**config.mk**
```make
export PLATFORM = sky130hd
export DESIGN_NAME = ram_arbiter
export DESIGN_NICKNAME = d
export VERILOG_FILES = /design/src/rtl/ram_arbiter.sv
export SDC_FILE = /design/constraint.sdc
export NUM_CORES = 1
export LEC_CHECK = 0
export ABC_AREA = 1
export ABC_CLOCK_PERIOD_IN_PS = 4059
export CORE_ASPECT_RATIO = 0.5
export CORE_MARGIN = 2
export CORE_UTILIZATION = 44
export DETAILED_ROUTE_END_ITERATION = 10
export PLACE_DENSITY = 0.86
export SYNTH_ARGS = -nofsm -noshare
export SYNTH_HDL_FRONTEND = slang
export SYNTH_SLANG_ARGS = --single-unit
```
**constraint.sdc**
```tcl
create_clock -name clk -period 4.06 [get_ports clk]
set_clock_uncertainty 0.2 [all_clocks]
set_input_delay 0.609 -clock clk [delete_from_list [all_inputs] [get_ports clk]]
set_output_delay 0.609 -clock clk [all_outputs]
set_load 0.01 [all_outputs]
```
**src/rtl/ram_arbiter.sv**
```systemverilog
// ============================================================================
// ram_arbiter : round-robin two-port arbiter/sequencer for a single-port RAM
// Revision    : 1.0
// ============================================================================
`default_nettype none

module ram_arbiter #(
  parameter int ADDR_W = 5,
  parameter int DATA_W = 32
) (
  input  logic              clk,
  input  logic              rst,
  // requester A (CPU data path)
  input  logic              a_req_i,
  input  logic              a_we_i,
  input  logic [ADDR_W-1:0] a_addr_i,
  input  logic [DATA_W-1:0] a_wdata_i,
  output logic [DATA_W-1:0] a_rdata_o,
  output logic              a_ack_o,
  // requester B (loader/debug port)
  input  logic              b_req_i,
  input  logic              b_we_i,
  input  logic [ADDR_W-1:0] b_addr_i,
  input  logic [DATA_W-1:0] b_wdata_i,
  output logic [DATA_W-1:0] b_rdata_o,
  output logic              b_ack_o,
  // RAM side
  output logic              ram_ena_o,
  output logic              wena_o,
  output logic [ADDR_W-1:0] addr_o,
  output logic [DATA_W-1:0] data_in_o,
  input  logic [DATA_W-1:0] data_out_i,
  output logic              busy_o
);

  typedef enum logic [1:0] {
    IDLE   = 2'd0,
    ACCESS = 2'd1,
    RESP   = 2'd2
  } state_e;

  state_e              state_q;
  logic                prio_q;   // 0 = A, 1 = B
  logic                owner_q;  // 0 = A, 1 = B
  logic                we_q;
  logic [ADDR_W-1:0]   addr_q;
  logic [DATA_W-1:0]   wdata_q;
  logic [DATA_W-1:0]   a_rdata_q;
  logic [DATA_W-1:0]   b_rdata_q;
  logic                a_ack_q;
  logic                b_ack_q;
  logic                ram_ena_q;
  logic                wena_q;

  logic                grant_d;
  logic                grant_b_d;
  logic                sel_we_d;
  logic [ADDR_W-1:0]   sel_addr_d;
  logic [DATA_W-1:0]   sel_wdata_d;

  // Requests only steer what gets latched at the IDLE edge; they never reach the RAM pins directly.
  always_comb begin
    grant_d     = a_req_i | b_req_i;
    grant_b_d   = b_req_i & (~a_req_i | prio_q);
    sel_we_d    = grant_b_d ? b_we_i    : a_we_i;
    sel_addr_d  = grant_b_d ? b_addr_i  : a_addr_i;
    sel_wdata_d = grant_b_d ? b_wdata_i : a_wdata_i;
  end

  always_ff @(posedge clk) begin
    if (rst) begin
      state_q   <= IDLE;
      prio_q    <= 1'b0;
      owner_q   <= 1'b0;
      we_q      <= 1'b0;
      addr_q    <= '0;
      wdata_q   <= '0;
      a_rdata_q <= '0;
      b_rdata_q <= '0;
      a_ack_q   <= 1'b0;
      b_ack_q   <= 1'b0;
      ram_ena_q <= 1'b0;
      wena_q    <= 1'b0;
    end else begin
      case (state_q)
        IDLE: begin
          if (grant_d) begin
            owner_q   <= grant_b_d;
            we_q      <= sel_we_d;
            addr_q    <= sel_addr_d;
            wdata_q   <= sel_wdata_d;
            ram_ena_q <= 1'b1;
            wena_q    <= sel_we_d;
            state_q   <= ACCESS;
          end
        end
        ACCESS: begin
          // The RAM write (if any) commits on this same edge.
          ram_ena_q <= 1'b0;
          wena_q    <= 1'b0;
          if (!we_q) begin
            if (owner_q) b_rdata_q <= data_out_i;
            else         a_rdata_q <= data_out_i;
          end
          a_ack_q <= ~owner_q;
          b_ack_q <= owner_q;
          state_q <= RESP;
        end
        RESP: begin
          a_ack_q <= 1'b0;
          b_ack_q <= 1'b0;
          prio_q  <= ~owner_q;
          state_q <= IDLE;
        end
        default: begin
          state_q <= IDLE;
        end
      endcase
    end
  end

  assign a_rdata_o = a_rdata_q;
  assign b_rdata_o = b_rdata_q;
  assign a_ack_o   = a_ack_q;
  assign b_ack_o   = b_ack_q;
  assign ram_ena_o = ram_ena_q;
  assign wena_o    = wena_q;
  assign addr_o    = addr_q;
  assign data_in_o = wdata_q;
  assign busy_o    = (state_q != IDLE);

endmodule

`default_nettype wire

```
# Yosys cells after proc, flatten, opt, wreduce, memory -nomap -nowiden
# Cells that the tools add are included.
# totals
register_bits,110
input_bits,112
output_inout_bits,106
elab_cells,40
# classes
n_eq_ne,3
n_mux,11
n_bitwise,6
reduce_logical,8
# ops
operator,count
$mux W32,1
$pmux W1 S2,4
$reduce_and A3 Y1,2
$reduce_bool A2 Y1,3
$mux W5,1
$pmux W2 S2,1
$reduce_and A2 Y1,2
$mux W1,3
$not A1 Y1,3
$eq A2 B1 Y1 const B,1
$eq A2 B2 Y1 const B,1
$logic_not A2 Y1,1
$mux W2,1
$ne A2 B2 Y1 const B,1
$or A1 B1 Y1,2
$and A1 B1 Y1,1

# Logic depth before layout (Yosys ltp)
# logic_depth
word_depth,6
ltp_mapped,10
ltp_nobuf,8

# Worst setup path before layout
# Ideal clock, no wire load.
# synth_path
kind,register to register
start,reg state_q[0]
end,reg wdata_q[0] (netlist: data_in_o[0])
setup_time_ps,109
arrival_time_ps,1302
t_required_ps,3751
slack_ps,2449
stages_incl_launch_ff,10
path_buffers,2
period_less_slack_ps,1611
path_cell_list,dfxtp_1 inv_1 ha_1 inv_1 a21oi_2 buf_4 buf_4 nand3_1 nand2_1 inv_1
# synth_via
elab_chain_cells,2
# synth_rtl
item,line_no,text
start: declaration,42,state_e state_q;
start signal: assignment,72,state_q <= IDLE;
start signal: assignment,94,state_q <= ACCESS;
start signal: assignment,107,state_q <= RESP;
$logic_not A2 Y1,85,case (state_q)
$reduce_and A2 Y1 (no line),--,
end signal: assignment,91,wdata_q <= sel_wdata_d;
end: declaration,47,logic [DATA_W-1:0] wdata_q;
# No other way between the ends.
# A chain may end at the register's enable or synchronous reset.

# Final worst setup path
# layout_path
start,reg state_q[1]
end,out busy_o
# layout_via
elab_chain_cells,1
# layout_rtl
item,line_no,text
$reduce_bool A2 Y1,130,assign busy_o = (state_q != IDLE);
end: declaration,33,output logic busy_o
# No other way between the ends.

==> impl_metrics.xml <==
<?xml version="1.0" encoding="UTF-8"?>
<metrics>
  <group name="clock_network">
    <metric name="cts_setup_buffers" unit="">0</metric>
    <metric name="clock-sinks" unit="">110</metric>
    <metric name="postCtsHoldBufs" unit="">0</metric>
    <metric name="clkLatencyLatePin" unit="ns">0.33</metric>
    <metric name="cts.path.max_buffers" unit="">2</metric>
    <metric name="cts_resized" unit="">0</metric>
    <metric name="cts_buffers" unit="">9</metric>
    <metric name="htreeDepth" unit="">3</metric>
    <metric name="clock-root-buffer" unit="">clkbuf_16</metric>
    <metric name="cts_tree" unit="">yes</metric>
    <metric name="clkSlewWorstSetupHoldPaths" unit="ns">0.07</metric>
  </group>
  <group name="power">
    <metric name="internal_power" unit="mW">2.14</metric>
    <metric name="ir_drop" unit="V">0.000246</metric>
    <metric name="power.sequential.fraction" unit="">0.429</metric>
    <metric name="combPwrFrac" unit="">0.266</metric>
    <metric name="pleak" unit="nW">3.22</metric>
    <metric name="power.share.switching" unit="">0.277</metric>
    <metric name="fin_total_pwr" unit="mW">2.96</metric>
    <metric name="net-switching-power" unit="mW">0.820</metric>
    <metric name="power_per_cell_area" unit="nW/µm²">421</metric>
    <metric name="p_clk_frac" unit="">0.305</metric>
  </group>
  <group name="synthesis">
    <metric name="syn_inst" unit="">657</metric>
    <metric name="synth_fa_ha_area_frac" unit="">0.0110</metric>
    <metric name="synth.mux.area_fraction" unit="">0</metric>
    <metric name="synth_seq_cells" unit="">110</metric>
    <metric name="post_synth_top_area_cell" unit="">dfxtp_1</metric>
    <metric name="synth_xor_area_frac" unit="">0</metric>
    <metric name="mappedNetlistNets" unit="">773</metric>
    <metric name="synth_top_area_frac" unit="">0.486</metric>
    <metric name="syn_area_per_cell" unit="µm²">6.90</metric>
    <metric name="simple_gate_share_of_the_synthesized_area" unit="">0.325</metric>
    <metric name="ranking_of_synthesized_cells_by_area" unit="">dfxtp_1, nor2_1, nand2_1</metric>
    <metric name="synth_warnings" unit="">0</metric>
    <metric name="syn-cell-area" unit="µm²">4530</metric>
    <metric name="synthDistinctLibCells" unit="">21</metric>
    <metric name="combinational_family_with_the_most_area_after_synthesis" unit="">simple AND/OR/NAND/NOR gates</metric>
    <metric name="ys_seq_area_frac" unit="">0.486</metric>
    <metric name="synth-compound-area-share" unit="">0.0864</metric>
  </group>
  <group name="timing">
    <metric name="slew_headroom" unit="">0.241</metric>
    <metric name="max_slew.worst_pin.slew" unit="ns">1.14</metric>
    <metric name="max_clock_freq" unit="GHz">0.399</metric>
    <metric name="setup_viol" unit="">0</metric>
    <metric name="fin_setup_tns" unit="ns">0</metric>
    <metric name="min_period_over_period" unit="">0.618</metric>
    <metric name="fin_crit" unit="ns">2.51</metric>
    <metric name="rsz0062_at_grt" unit="">no</metric>
    <metric name="layout_setup_ws" unit="ns">1.55</metric>
    <metric name="drv_slew" unit="">0</metric>
    <metric name="finalHoldViolCount" unit="">0</metric>
  </group>
  <group name="global_routing">
    <metric name="global_route_wire_length_before_repair" unit="mm">19.6</metric>
    <metric name="global_route.overflow_total" unit="">0</metric>
    <metric name="grt_util_all_layers" unit="">0.218</metric>
    <metric name="grt_antenna_before_repair" unit="">0</metric>
    <metric name="grt_start_max_net_pins" unit="">70</metric>
    <metric name="first_global_vias" unit="">4162</metric>
  </group>
  <group name="critical_path">
    <metric name="critical_path.cell_chain" unit="">inv_1 &gt; ha_1 &gt; inv_1 &gt; clkdlybuf4s50_1</metric>
    <metric name="critPathMaxFanout" unit="">3</metric>
    <metric name="critical-path-max-stage-delay" unit="ns">0.55</metric>
    <metric name="worstPathArrival" unit="ns">1.70</metric>
    <metric name="start_to_end_type_of_the_worst_setup_path" unit="">reg2out</metric>
    <metric name="family_with_the_most_delay_on_the_worst_path" unit="">buffers and inverters</metric>
    <metric name="required" unit="ns">3.25</metric>
    <metric name="crit_top_cell" unit="">inv_1</metric>
    <metric name="critPathLaunchType" unit="">flip-flop</metric>
    <metric name="critPathBufInv" unit="">3</metric>
    <metric name="setup.worst_path.end_class" unit="">output port</metric>
    <metric name="worst_path_max_delay_cell" unit="">clkdlybuf4s50_1</metric>
  </group>
  <group name="detailed_routing">
    <metric name="vias" unit="">4637</metric>
    <metric name="drt_iter0_drc" unit="">234</metric>
    <metric name="average_routed_wire_per_standard_cell" unit="µm">13.1</metric>
    <metric name="drt-pass1-iter-count" unit="">5</metric>
    <metric name="drc" unit="">0</metric>
    <metric name="route.detailed.vias_per_inst" unit="">4.66</metric>
    <metric name="drtAntennaViolNets" unit="">0</metric>
    <metric name="wl" unit="mm">13.0</metric>
  </group>
  <group name="layout">
    <metric name="fraction_of_final_layout_cells_with_drive_strength_greater_than_1" unit="">0.0316</metric>
    <metric name="commonest_cells_after_routing_fill_and_taps_aside" unit="">clkdlybuf4s50_1, nor2_1, nand2_1, dfxtp_1, o21ai_0</metric>
    <metric name="layout.cells.most_common" unit="">clkdlybuf4s50_1</metric>
    <metric name="antenna_cells_inserted" unit="">0</metric>
    <metric name="nFillCells" unit="">847</metric>
    <metric name="finalNetCount" unit="">966</metric>
    <metric name="syn2layout_area_growth" unit="%">55.1</metric>
  </group>
  <group name="floorplanning">
    <metric name="floorplan.initialDensity" unit="">0.448</metric>
    <metric name="core_area" unit="µm²">10100</metric>
    <metric name="design.portCount" unit="">218</metric>
    <metric name="chipHeight" unit="µm">75.8</metric>
    <metric name="std_cell_rows" unit="">26</metric>
    <metric name="die-area" unit="µm²">11200</metric>
    <metric name="die_x" unit="µm">148</metric>
  </group>
  <group name="placement">
    <metric name="place_congestion" unit="">0.800</metric>
    <metric name="dp.final_hpwl" unit="mm">8.83</metric>
    <metric name="detailedPlace.worstSlack" unit="ns">1.39</metric>
    <metric name="buffer_ports.inserted" unit="">217</metric>
  </group>
  <group name="run">
    <metric name="max_cap_viol_count" unit="">0</metric>
  </group>
  <group name="status">
    <metric name="status" unit="">finished clean</metric>
  </group>
  <group name="hold_path">
    <metric name="hp-class" unit="">reg2reg</metric>
  </group>
</metrics>
-- routing by layer --
layer,routed length (µm),global-route usage,part of all wire,up-vias
met2,6450,0.401,0.50,134
met5,0,0,0,-
met3,714,0.0599,0.055,21
met1,5580,0.254,0.43,2083
li1,-,-,-,2399
met4,252,0.0737,0.019,0
-- worst reg2reg max path, stage by stage (launching register included) --
cell	delay (ns)
dfxtp_1	0.38
inv_1	0.10
ha_1	0.22
inv_1	0.12
nor3_4	0.04
buf_4	0.24
inv_1	0.83
nor2_1	0.10
nor2_1	0.15
-- stage by stage --
step / area, µm² / hold WS (ns) / utilization / instances
floorplan: 4530 / 0.256 / - / 657
global placement: 6720 / 0.263 / 0.664 / 979
detailed placement: 6720 / 0.278 / 0.664 / 979
CTS: 7030 / 0.291 / 0.695 / 994
global route: 7030 / 0.319 / 0.695 / 994
finish: 7030 / 0.293 / 0.695 / 994
-- logic make-up (layout without fill, tap and decap cells) --
kind of cell / count (synthesis) / count (layout)
buf+inv: 93 / 290
fa+ha+maj: 4 / 4
compound gates: 77 / 77
simple gates: 373 / 373
flops: 110 / 110
-- synthesized netlist by cell type --
library cell and instances:
o21ai_0 52, ha_1 4, inv_2 3, buf_2 17
buf_6 1, o21a_1 1, nand3_1 40, nor2_1 207
dfxtp_1 110, nand2_2 1, nor2_4 1, clkbuf_4 2
buf_1 4, a21oi_2 1, nand2_1 123, clkbuf_1 8
a21oi_1 7, nor3_4 1, buf_4 8, inv_1 50
o21ai_1 16
-- final cells by class --
class,count,area (µm²),share of cell area
sequential,110,2200,0.313
timing repair buffer,222,2220,0.316
multi-input combinational,454,1920,0.273
clock inverter,3,42.5,0.00605
inverter,53,199,0.0283
clock buffer,12,267,0.0379
tap,140,175,0.0249
-- worst paths after layout --
path | startpoint | end | slack [ns] | depth (start not counted)
worst min-delay path | wena_o | wena_o | 0.29 | 2
worst max-delay path | state_q[1] | busy_o | 1.55 | 4
worst max register to register | state_q[1] | a_rdata_o[14] | 1.62 | 8
worst min register to register | wena_o | wena_o | 0.29 | 2
-- power groups by stage --
stage / Clock (mW) / Sequential [mW] / Combinational, mW
finish: 0.902 / 1.27 / 0.786
global route: 0.959 / 1.28 / 0.865
CTS: 0.923 / 1.27 / 0.793
detailed placement: 0 / 1.29 / 0.787
global placement: 0 / 1.29 / 0.776
floorplan: 0 / 1.34 / 0.319
-- registers in the layout, indices dropped and copies added (netlist names) --
register   count
state_q        2
ram_ena_o      1
addr_o         5
prio_q         1
wena_o         1
owner_q        1
a_ack_o        1
b_rdata_o     32
a_rdata_o     32
data_in_o     32
we_q           1
b_ack_o        1
Note: power is estimated with default switching activity, not from simulation.
